$ cat src/rtl/brick_game_pkg.sv
// Shared definitions for the brick shooter game-flow controller.
package brick_game_pkg;

  typedef enum logic [1:0] {
    ST_IDLE  = 2'd0,
    ST_PLAY  = 2'd1,
    ST_CLEAR = 2'd2,
    ST_OVER  = 2'd3
  } state_e;

  localparam int unsigned SCORE_W         = 10;
  localparam int unsigned SCORE_PER_BRICK = 10;
  localparam int unsigned SCORE_MAX       = 1023;

  // Adds one brick's worth of points, clamping at the top of the score range.
  function automatic logic [SCORE_W-1:0] score_add(input logic [SCORE_W-1:0] s);
    logic [SCORE_W:0] sum;
    sum = {1'b0, s} + (SCORE_W+1)'(SCORE_PER_BRICK);
    return (sum > (SCORE_W+1)'(SCORE_MAX)) ? SCORE_W'(SCORE_MAX) : sum[SCORE_W-1:0];
  endfunction

endpackage

$ cat src/rtl/brick_game_ctrl_btn_edge.sv
// Two-flop synchronizer for a raw button, followed by a registered rising-edge pulse.
module btn_edge (
  input  logic i_clk,
  input  logic i_rst,
  input  logic i_btn,
  output logic o_pulse
);

  logic [2:0] r_sync;

  always_ff @(posedge i_clk) begin
    if (i_rst) begin
      r_sync  <= 3'b000;
      o_pulse <= 1'b0;
    end else begin
      r_sync  <= {r_sync[1:0], i_btn};
      o_pulse <= r_sync[1] & ~r_sync[2];
    end
  end

endmodule

$ cat src/rtl/brick_game_ctrl.sv
// Game-flow sequencer: level start, brick movement, firing, scoring and game-over/victory.
module brick_game_ctrl
  import brick_game_pkg::*;
#(
  parameter int unsigned NUM_BRICKS    = 5,
  parameter int unsigned MAX_LEVEL     = 4,
  parameter int unsigned START_SPEED   = 6,
  parameter int unsigned FIRE_COOLDOWN = 16,
  parameter int unsigned CLEAR_HOLD    = 120
) (
  input  logic         clk,
  input  logic         rst,
  input  logic         game_tick,
  input  logic         btnS,
  input  logic         btnU,
  input  logic         brick_hit,
  input  logic         brick_reached_player,
  input  logic         player_at_top,
  input  logic         bullet_active,
  output logic [1:0]   state,
  output logic         level_init,
  output logic         fire_req,
  output logic         move_en,
  output logic         win_flight,
  output logic [3:0]   speed,
  output logic [2:0]   level,
  output logic [2:0]   bricks_left,
  output logic [9:0]   score,
  output logic         gameover,
  output logic         victory
);

  localparam int unsigned CD_W   = $clog2(FIRE_COOLDOWN + 1);
  localparam int unsigned HOLD_W = $clog2(CLEAR_HOLD + 1);

  state_e              r_state;
  logic [CD_W-1:0]     r_cooldown;
  logic [HOLD_W-1:0]   r_hold;
  logic                w_start;
  logic                w_fire;
  logic                w_fire_ok;
  logic                w_clear_exit;
  logic [3:0]          w_half_speed;

  btn_edge u_start (.i_clk(clk), .i_rst(rst), .i_btn(btnS), .o_pulse(w_start));
  btn_edge u_fire  (.i_clk(clk), .i_rst(rst), .i_btn(btnU), .o_pulse(w_fire));

  assign state        = 2'(r_state);
  assign w_fire_ok    = (r_state == ST_PLAY) && w_fire && !bullet_active && (r_cooldown == '0);
  assign w_clear_exit = player_at_top || (r_hold >= HOLD_W'(CLEAR_HOLD));
  assign w_half_speed = ((speed >> 1) == 4'd0) ? 4'd1 : (speed >> 1);

  always_ff @(posedge clk) begin
    if (rst) begin
      r_state     <= ST_IDLE;
      r_cooldown  <= '0;
      r_hold      <= '0;
      level_init  <= 1'b0;
      fire_req    <= 1'b0;
      move_en     <= 1'b0;
      win_flight  <= 1'b0;
      speed       <= 4'(START_SPEED);
      level       <= 3'd0;
      bricks_left <= 3'd0;
      score       <= '0;
      gameover    <= 1'b0;
      victory     <= 1'b0;
    end else begin
      level_init <= 1'b0;
      fire_req   <= 1'b0;
      if (game_tick && (r_cooldown != '0)) r_cooldown <= r_cooldown - 1'b1;

      case (r_state)
        ST_IDLE: begin
          if (w_start) begin
            level_init  <= 1'b1;
            level       <= 3'd1;
            speed       <= 4'(START_SPEED);
            score       <= '0;
            bricks_left <= 3'(NUM_BRICKS);
            victory     <= 1'b0;
            r_cooldown  <= '0;
            move_en     <= 1'b1;
            r_state     <= ST_PLAY;
          end
        end

        ST_PLAY: begin
          if (w_fire_ok) begin
            fire_req   <= 1'b1;
            r_cooldown <= CD_W'(FIRE_COOLDOWN);
          end
          if (brick_hit) begin
            score <= score_add(score);
            if (bricks_left != 3'd0) bricks_left <= bricks_left - 1'b1;
          end
          // A collision ends the game even when the same cycle clears the last brick.
          if (brick_reached_player) begin
            r_state  <= ST_OVER;
            gameover <= 1'b1;
            move_en  <= 1'b0;
          end else if (brick_hit && (bricks_left <= 3'd1)) begin
            r_state    <= ST_CLEAR;
            move_en    <= 1'b0;
            win_flight <= 1'b1;
            r_hold     <= '0;
          end
        end

        ST_CLEAR: begin
          if (game_tick && (r_hold < HOLD_W'(CLEAR_HOLD))) r_hold <= r_hold + 1'b1;
          if (w_clear_exit) begin
            win_flight <= 1'b0;
            if (level >= 3'(MAX_LEVEL)) begin
              r_state  <= ST_OVER;
              gameover <= 1'b1;
              victory  <= 1'b1;
            end else begin
              level       <= level + 1'b1;
              speed       <= w_half_speed;
              bricks_left <= 3'(NUM_BRICKS);
              level_init  <= 1'b1;
              r_cooldown  <= '0;
              move_en     <= 1'b1;
              r_state     <= ST_PLAY;
            end
          end
        end

        ST_OVER: begin
          if (w_start) begin
            r_state  <= ST_IDLE;
            gameover <= 1'b0;
          end
        end

        default: r_state <= ST_IDLE;
      endcase
    end
  end

endmodule

$ cat config.mk
export PLATFORM = sky130hd
export DESIGN_NAME = brick_game_ctrl
export DESIGN_NICKNAME = d
export VERILOG_FILES = /design/src/rtl/brick_game_pkg.sv /design/src/rtl/brick_game_ctrl_btn_edge.sv /design/src/rtl/brick_game_ctrl.sv
export SDC_FILE = /design/constraint.sdc
export NUM_CORES = 1
export LEC_CHECK = 0
export BUFFER_PORTS_ARGS = -buffer_cell sky130_fd_sc_hd__buf_2
export CAP_MARGIN = 10
export CORE_ASPECT_RATIO = 0.9
export CORE_MARGIN = 2
export CORE_UTILIZATION = 45
export DETAILED_ROUTE_END_ITERATION = 8
export PLACE_DENSITY = 0.66
export SKIP_LAST_GASP = 1
export SLEW_MARGIN = 20
export SYNTH_ARGS = -nofsm -noshare
export SYNTH_HDL_FRONTEND = slang
export SYNTH_HIERARCHICAL = 1
export SYNTH_SLANG_ARGS = --single-unit
$ cat constraint.sdc
create_clock -name clk -period 2.9 [get_ports clk]
set_input_delay 0.29 -clock clk [delete_from_list [all_inputs] [get_ports clk]]
set_output_delay 0.29 -clock clk [all_outputs]
set_load 0.01 [all_outputs]
==> flow_summary.toml, run 1 <==
[clocking]
clkLatencyLatePin_ns = 0.31
numCtsBuffers = 5
clkSlewWorstSetupHoldPaths_ns = 0.10
cts.sinks = 47
postCtsHoldBufs = 0
clockBufferDepth = 2
cts_tree = "built"
post_cts_buffers = 0
ctsResizeCount = 0
cts.htree.levels = 2
cts-root-buf = "clkbuf_8"

[global_routing]
track_usage_pct = 18.99
antenna_found_initial = 0
grt_max_degree = 25
grt_pass1_wl_um = 8521
grt_overflow = 0
grt_pass1_vias = 1787

[setup_path]
cp_max_fo = 20
end_kind = "register"
cp.arrival_ns = 2.28
max_stage_delay_ns = 0.69
path_cells = "or3b_1 -> o221ai_1 -> nor3_1 -> nor4_2"
cp.required_ns = 3.13
worstSetupStartpointType = "register"
cp_slowest_cell = "dfxtp_1"
critPathKind = "register to register"
reg2reg_depth = 4

[cells_and_area]
synthToLayoutAreaGrowth_pct = 13.68
fin_area_mm2 = 0.002641
finalNonFillerCells = 371
n_antenna_cell = 0
drive_gt1_share_pct = 19.93
multi_input_area_mm2 = 0.001276
regArea_um2 = 940.9
fillCellCount = 486
final_nets = 323

[synth]
yosysTopAreaCell = "dfxtp_1"
synth_top_area_share_pct = 40.50
ys.flop_type = "dfxtp_1"
synth.net_count = 289
synthTopCellsByArea = "dfxtp_1 (40%), nor2_1 (5.7%), a21oi_1 (5.4%), ha_1 (4.8%), nor3_1 (3.4%)"
synth-seq-cells = 47
syn_area_mm2 = 0.002323
yosysWarnings = 6
synth-async-reset-ratio_pct = 0
syn-mean-instance-area_um2 = 8.574
synthTopCellsByCount = "dfxtp_1 (47), nor2_1 (35), a21oi_1 (25)"
synth_edf_count = 0
synth_most_common_cell = "dfxtp_1"
yosysSeqAreaShare_pct = 40.50
synthCells = 271
synth_cell_types = 53

[floorplanning]
io_pins = 37
die_h_um = 72.17
rows = 24
coreArea_mm2 = 0.004925
die_w_um = 79.74
die-area_mm2 = 0.005755
start_util_pct = 47.18

[sta]
fin_worst_skew_ns = 0.004666
slew_headroom_pct = 59.14
max_freq_mhz = 487.0
period_share_pct = 70.81
tightestPinTransition_ns = 0.6130
holdWs_ns = 0.1798
rsz0062_at_grt = "false"
maxSlewViolCount = 0
finalHoldViolations = 0
min_period_ns = 2.054
final-setup-viol-count = 0
setup_tns_ns = 0

[route]
drt_iter0_drc = 104
dr.pass1.iters = 4
via_count = 1971
ant_nets = 0
wl_per_cell_um = 13.64
routed_via_density = 5.313
drc = 0
routed_wl_um = 5060

[placed_design]
dp_hpwl_um = 3623
gp_congestion = 0.8488
port-buffer-count = 35
post_dp_cell_area_mm2 = 0.002545
dp_cells = 363

[pwr]
power.leakage_nw = 1.019
power.density_mw_per_mm2 = 526.0
vdd_drop_max_v = 0.0003678

[worst_hold_path]
holdPathStages = 2
hp-class = "input port to register"

[run_status]
outcome = "completed"

[flow_run]
cap_violations = 0
==> final timing paths <==
kind                                              startpoint                            to  slack, ns
worst min-delay path                                    btnS  u_start/r_sync[0]$_SDFF_PP0_       0.18
worst max-delay path                   state[1]$_SDFFE_PP0P_   bricks_left[2]$_SDFFE_PP0P_       0.85
worst max register to register         state[1]$_SDFFE_PP0P_   bricks_left[2]$_SDFFE_PP0P_       0.85
worst min register to register  u_start/r_sync[2]$_SDFF_PP0_    u_start/o_pulse$_SDFF_PP0_       0.41
==> area by class of cell <==
cell class	count	share of cell area (%)
Tap cell	65	3.079
Multi-Input combinational cell	199	48.32
Clock inverter	3	1.042
Inverter	15	2.132
Timing Repair Buffer	37	7.200
Clock buffer	5	2.605
Sequential cell	47	35.62
==> power by group <==
part           switching [mW]  internal [mW]  total [mW]
sequential             0.0380          0.683       0.721
clock                   0.251          0.179       0.430
combinational           0.135          0.104       0.239
total                   0.424          0.966        1.39
==> critical path: cells and delay by family, from the launching register on <==
family          cells  cell delay [ns]
compound gates      1             0.50
simple gates        3             0.78
flops               1             0.69
==> layer usage <==
| metal | global-route usage [%] | wire, um | vias up |
|---|---|---|---|
| met5 | 0 | 0 | - |
| met4 | 6.780 | 63 | 0 |
| met3 | 3.607 | 246 | 7 |
| met2 | 29.88 | 2358 | 48 |
| met1 | 26.27 | 2392 | 895 |
| li1 | - | - | 1021 |
==> placed cells by master (no fill, tap or decap), types with 5 or more instances in the layout <==
cell	instances
ha_1	9
nand2_1	15
nand2b_1	6
buf_2	35
inv_1	15
dfxtp_1	47
clkbuf_8	5
nor2b_1	8
xor2_1	6
nor3_1	16
a21oi_1	25
o21ai_0	6
nor2_1	35
nand3b_1	6
==> registers in the layout, indices dropped and copies added (netlist names) <==
name	cells
score	10
r_hold	7
r_cooldown	5
bricks_left	3
level	3
speed	3
u_fire/r_sync	3
u_start/r_sync	3
state	2
fire_req	1
gameover	1
level_init	1
move_en	1
u_fire/o_pulse	1
u_start/o_pulse	1
victory	1
win_flight	1
==> cells by family after synthesis <==
kind of cell / Yosys count / synth area share (%)
AO/OA/AOI/OAI: 61 / 18.09
XOR/XNOR: 10 / 3.769
adder cells (fa/ha/maj): 9 / 4.847
buffers and inverters: 25 / 4.577
flip-flops: 47 / 40.50
multiplexers: 2 / 0.9154
other: 1 / 0.1614
AND/OR/NAND/NOR: 116 / 27.14
==> stage by stage <==
| step | power, mW | util [%] | setup WS [ns] |
|---|---|---|---|
| 2_1_floorplan | 0.9058 | - | 1.179 |
| 4_1_cts | 1.397 | 53.63 | 0.8266 |
| 5_1_grt | 1.458 | 53.63 | 0.6823 |
| 6_report | 1.389 | 53.63 | 0.8465 |
| 3_3_place_gp | 0.9652 | 51.68 | 0.9358 |
| 3_5_place_dp | 0.9711 | 51.68 | 0.8516 |
No activity file was read; power rests on OpenSTA's default activity.
==> run 2, diff against run 1 <==
--- a/config.mk
+++ b/config.mk
@@ -11,7 +11,7 @@
 export CORE_MARGIN = 2
 export CORE_UTILIZATION = 45
 export DETAILED_ROUTE_END_ITERATION = 8
-export PLACE_DENSITY = 0.66
+export PLACE_DENSITY = 0.68
 export SKIP_LAST_GASP = 1
 export SLEW_MARGIN = 20
 export SYNTH_ARGS = -nofsm -noshare
==> constraint.sdc (replaced) <==
create_clock -name clk -period 1.7 [get_ports clk]
set_input_delay 0.17 -clock clk [delete_from_list [all_inputs] [get_ports clk]]
set_output_delay 0.17 -clock clk [all_outputs]
set_load 0.01 [all_outputs]
==> run 2 against run 1 <==
  * The flow now finishes with violations (setup timing)
  * Critical endpoint is now r_cooldown[1]$_SDFF_PP0_
  * Final area is 12% higher
  * Combinational power is 140% higher
  * Count of clock-buffer cells in the layout is 2 higher
  * Register-to-register slack worse by 0.85 ns
==> flow_summary.toml, run 2 (synthesis gave the netlist of run 1 again) <==
[clocking]
cts-root-buf = "clkbuf_8"
cts_tree = "built"
clockBufferDepth = 2
clkLatencyLatePin_ns = 0.30
clkSlewWorstSetupHoldPaths_ns = 0.09
cts.htree.levels = 2
numCtsBuffers = 5
postCtsHoldBufs = 0
cts.sinks = 47

[cells_and_area]
synthToLayoutAreaGrowth_pct = 27.84
final_nets = 360
largest_reg_flops = 10
reg_top3 = "score x10, r_hold x7, r_cooldown x5"
fillCellCount = 438
regArea_um2 = 950.9
top_register = "score"
n_antenna_cell = 0
multi_input_area_mm2 = 0.001333
final_cell_mix = "dfxtp_1 (41), buf_4 (39), nor2_1 (35), buf_2 (35), a21oi_1 (25)"
mostFrequentLayoutCell = "dfxtp_1"
drive_gt1_share_pct = 33.53
fin_area_mm2 = 0.002970

[pwr]
combPwrFrac_pct = 23.8
power.leakage_nw = 1.207
p_sw_mw = 0.6848
share_seq_of_total_power_pct = 50.0
power.density_mw_per_mm2 = 823.1
vdd_drop_max_v = 0.0006745
internal_power_mw = 1.760
swShare_pct = 28.01
p_total_mw = 2.445
clkPwrFrac_pct = 26.2

[global_routing]
grt_pass1_wl_um = 8921
grt_overflow = 0
grt_max_degree = 18
grt_pass1_vias = 1916
track_usage_pct = 19.60
antenna_found_initial = 0

[setup_path]
cp_slowest_cell = "or4_4"
cp.required_ns = 1.89
r2r_slack_ns = -0.005
path_cells = "inv_2 -> ha_4 -> or3b_4 -> or4_4 -> nand3b_1 -> nor2_1"
r2r_end = "r_cooldown[1]$_SDFF_PP0_"
crit_start = "r_cooldown[0]$_SDFF_PP0_"
critPathKind = "register to register"
cp.arrival_ns = 1.89
crit_end = "r_cooldown[1]$_SDFF_PP0_"
timing.rr.start = "r_cooldown[0]$_SDFF_PP0_"
worstSetupStartpointType = "register"
reg2reg_depth = 6
cp_max_fo = 4
end_kind = "register"
max_stage_delay_ns = 0.44

[floorplanning]
die_w_um = 79.74
die_h_um = 72.17
start_util_pct = 47.18
io_pins = 37
die-area_mm2 = 0.005755
coreArea_mm2 = 0.004925
rows = 24

[route]
wl_per_cell_um = 13.26
dr.pass1.iters = 4
ant_nets = 0
drc = 0
routed_wl_um = 5412
drt_iter0_drc = 53
routed_via_density = 5.213
via_count = 2127

[sta]
setup_tns_ns = -0.004583
fin_worst_skew_ns = 0.008677
max_freq_mhz = 586.7
holdWs_ns = 0.07923
fin_ws_ns = -0.004583
period_share_pct = 100.3
finalHoldViolations = 0
maxSlewViolCount = 0
rsz0062_at_grt = "true"
final-setup-viol-count = 1
min_period_ns = 1.705

[placed_design]
port-buffer-count = 35
dp_hpwl_um = 4017
dp_slack_ns = -0.09676
post_dp_cell_area_mm2 = 0.002814
gp_congestion = 0.8307

[worst_hold_path]
hp-class = "input port to register"

[run_status]
outcome = "finished with violations"
failed_checks = "setup timing"

[flow_run]
cap_violations = 0
==> run 2: cell count changes in the layout (fill, tap and decap cells not counted), moves of 2 or more <==
cell / delta
dfxtp_2: +5
ha_1: -2
dfxtp_1: -6
buf_4: +37
o21ai_0: -2
inv_1: -3
clkbuf_1: +2
inv_2: +3
==> run 2: what timing repair did <==
item | in CTS | in global routing
cloned | 0 | 0
gates resized for setup | 5 | 17
setup buffers | 1 | 1
endpoints found under the setup margin | 6 | 23
pin swaps | 2 | 9
==> run 2: metal layers <==
metal | global-route usage, % | part of all wire [%] | routed length (um) | vias up
met4 | 5.461 | 1.3 | 68 | 0
met1 | 29.77 | 51 | 2761 | 970
li1 | - | - | - | 1095
met5 | 0 | 0 | 0 | -
met3 | 4.353 | 5.5 | 296 | 7
met2 | 27.92 | 42 | 2286 | 55
==> run 2: per-stage QoR <==
stage / utilization [%] / cells
global route: 60.32 / 408
finish: 60.32 / 408
detailed placement: 57.14 / 398
floorplan: - / 271
global placement: 57.14 / 398
CTS: 59.22 / 407
==> run 2: how the worst min path moves through the flow <==
stage / from / endpoint / slack, ns / cells after the start
2_1_floorplan: rst / u_fire/o_pulse$_SDFF_PP0_ / 0.24 / 1
3_3_place_gp: btnU / u_fire/r_sync[0]$_SDFF_PP0_ / 0.38 / 2
3_5_place_dp: btnS / u_start/r_sync[0]$_SDFF_PP0_ / 0.39 / 2
4_1_cts: btnU / u_fire/r_sync[0]$_SDFF_PP0_ / 0.08 / 2
5_1_grt: btnS / u_start/r_sync[0]$_SDFF_PP0_ / 0.08 / 2
6_report: btnS / u_start/r_sync[0]$_SDFF_PP0_ / 0.08 / 2
==> run 2: power by group through the flow <==
stage	registers [mW]	clock network (mW)	logic [mW]
global route	1.23	0.709	0.652
CTS	1.22	0.658	0.561
detailed placement	1.24	0	0.515
global placement	1.24	0	0.502
floorplan	1.25	0	0.317
finish	1.22	0.640	0.583
==> run 2: worst max-delay path, delay by kind of cell, from the launching register on <==
kind	cells	cell delay, ns
AND/OR/NAND/NOR	4	1.07
adder cells (fa/ha/maj)	1	0.13
flip-flops	1	0.33
buffers and inverters	1	0.07
==> run 2: final cells by class <==
| type | instances | share of cell area (%) |
|---|---|---|
| flip-flops and latches | 47 | 32.01 |
| well taps | 65 | 2.738 |
| inverters | 15 | 1.896 |
| repair buffers | 74 | 15.75 |
| clock buffers | 7 | 2.570 |
| multi-input cells | 199 | 44.86 |
| clock inverters | 1 | 0.1685 |
==> run 3, diff against run 2 <==
--- a/config.mk
+++ b/config.mk
@@ -11,6 +11,7 @@
 export CORE_MARGIN = 2
 export CORE_UTILIZATION = 45
 export DETAILED_ROUTE_END_ITERATION = 8
+export MAX_ROUTING_LAYER = met4
 export PLACE_DENSITY = 0.68
 export SKIP_LAST_GASP = 1
 export SLEW_MARGIN = 20
==> run 3 against run 2 <==
  * Non-clock buffer count is the same
  * The run still ends with setup timing left
  * Largest power group unchanged
  * Sequential share of layout area unchanged
  * Maximum frequency about the same
  * Setup slack better by 0.0011 ns
  * Highest routed layer unchanged
  * Via count down 0.28%
  * Clock skew down 0.0013 ns
==> flow_summary.toml, run 3 (synthesis gave the netlist of run 1 again) <==
[pwr]
swShare_pct = 27.90
power.leakage_nw = 1.207
p_total_mw = 2.441
internal_power_mw = 1.760
clkPwrFrac_pct = 26.1
vdd_drop_max_v = 0.0006674
share_seq_of_total_power_pct = 50.1
p_sw_mw = 0.6812
power.density_mw_per_mm2 = 821.8
combPwrFrac_pct = 23.9

[clocking]
cts_tree = "built"
clkSlewWorstSetupHoldPaths_ns = 0.08
numCtsBuffers = 5
clockBufferDepth = 2
clkLatencyLatePin_ns = 0.30
cts.htree.levels = 2
cts.sinks = 47
postCtsHoldBufs = 0
cts-root-buf = "clkbuf_8"

[cells_and_area]
top_register = "score"
drive_gt1_share_pct = 33.53
final_cell_mix = "dfxtp_1 (41), buf_4 (39), nor2_1 (35), buf_2 (35), a21oi_1 (25)"
n_antenna_cell = 0
final_nets = 360
reg_top3 = "score x10, r_hold x7, r_cooldown x5"
mostFrequentLayoutCell = "dfxtp_1"
final_util_pct = 60.32
largest_reg_flops = 10
synthToLayoutAreaGrowth_pct = 27.84

[setup_path]
path_buf_inv = 1
critPathKind = "register to register"
cp.required_ns = 1.89
cp_max_fo = 4
path_cells = "inv_2 -> ha_4 -> or3b_4 -> or4_4 -> nand3b_1 -> nor2_1"
cp_slowest_cell = "or4_4"
cp.arrival_ns = 1.89
end_kind = "register"
crit_family = "simple AND/OR/NAND/NOR gates"
max_stage_delay_ns = 0.44
worstSetupStartpointType = "register"

[placed_design]
gp_congestion = 0.8434
port-buffer-count = 35
dp_hpwl_um = 4017

[route]
drc = 0
via_count = 2121
met3WireLength_um = 303
routed_via_density = 5.199
drt_iter0_drc = 53
routed_wl_um = 5375
top_layer = "met4"
wl_per_cell_um = 13.17
wl_met1_um = 2741
ant_nets = 0
wl_met2_um = 2264
dr.pass1.iters = 4

[flow_run]
cap_violations = 0

[sta]
fin_ws_ns = -0.003448
min_period_ns = 1.703
max_freq_mhz = 587.0
holdWs_ns = 0.07994
period_share_pct = 100.2
rsz0062_at_grt = "true"
fin_worst_skew_ns = 0.007394
final-setup-viol-count = 1
maxSlewViolCount = 0
finalHoldViolations = 0

[run_status]
outcome = "finished with violations"
failed_checks = "setup timing"

[global_routing]
track_usage_pct = 20.18
grt_max_degree = 18
grt_pass1_vias = 1917
antenna_found_initial = 0
grt_overflow = 0
grt_pass1_wl_um = 8921

[floorplanning]
io_pins = 37
rows = 24
die_h_um = 72.17
start_util_pct = 47.18
die-area_mm2 = 0.005755
coreArea_mm2 = 0.004925
die_w_um = 79.74

[worst_hold_path]
hp-class = "input port to register"
==> run 3: cell counts in the layout (fill, tap and decap cells not counted) <==
Identical to the previous run, type by type.
==> run 3: stage by stage <==
stage           TNS [ns]  setup WS, ns  instance area [um^2]  cells
2_1_floorplan          0      0.001503                  2330    271
3_3_place_gp     -0.1348      -0.03389                  2814    398
3_5_place_dp     -0.4035      -0.09676                  2814    398
4_1_cts                0      0.005010                  2917    407
5_1_grt          -0.2178      -0.05418                  2970    408
6_report       -0.003448     -0.003448                  2970    408
==> run 3: timing repair <==
action	in CTS	in global routing
pin swaps	2	9
endpoints found under the setup margin	6	23
gates resized for setup	5	17
buffers inserted	1	1
==> run 3: final timing paths <==
| check | startpoint | to | slack, ns | cells past startpoint |
|---|---|---|---|---|
| max | r_cooldown[0]$_SDFF_PP0_ | r_cooldown[1]$_SDFF_PP0_ | -0.003 | 6 |
| min | btnS | u_start/r_sync[0]$_SDFF_PP0_ | 0.08 | 2 |
| max reg2reg | r_cooldown[0]$_SDFF_PP0_ | r_cooldown[1]$_SDFF_PP0_ | -0.003 | 6 |
| min reg2reg | u_start/r_sync[2]$_SDFF_PP0_ | u_start/o_pulse$_SDFF_PP0_ | 0.41 | 1 |
==> run 3: cell type report <==
| class | instances | area (um^2) |
|---|---|---|
| clock inverter | 1 | 5.005 |
| fill | 438 | 1954 |
| timing repair buffer | 74 | 467.9 |
| inverter | 15 | 56.30 |
| multi-input combinational | 199 | 1333 |
| sequential | 47 | 950.9 |
| clock buffer | 7 | 76.32 |
| tap | 65 | 81.33 |
==> run 3: power by group through the flow <==
stage	sequential, mW	clock (mW)	combinational [mW]
after floorplan	1.25	0	0.317
after global placement	1.24	0	0.502
after detailed placement	1.24	0	0.515
after CTS	1.22	0.658	0.561
after global routing	1.23	0.709	0.652
final	1.22	0.637	0.582
==> run 3: per-layer routing <==
metal  vias to the layer above  global-route usage [%]
met4                         0                   5.461
li1                       1095                       -
met3                         7                   4.104
met5                         -                       -
met2                        55                   27.92
met1                       964                   29.92
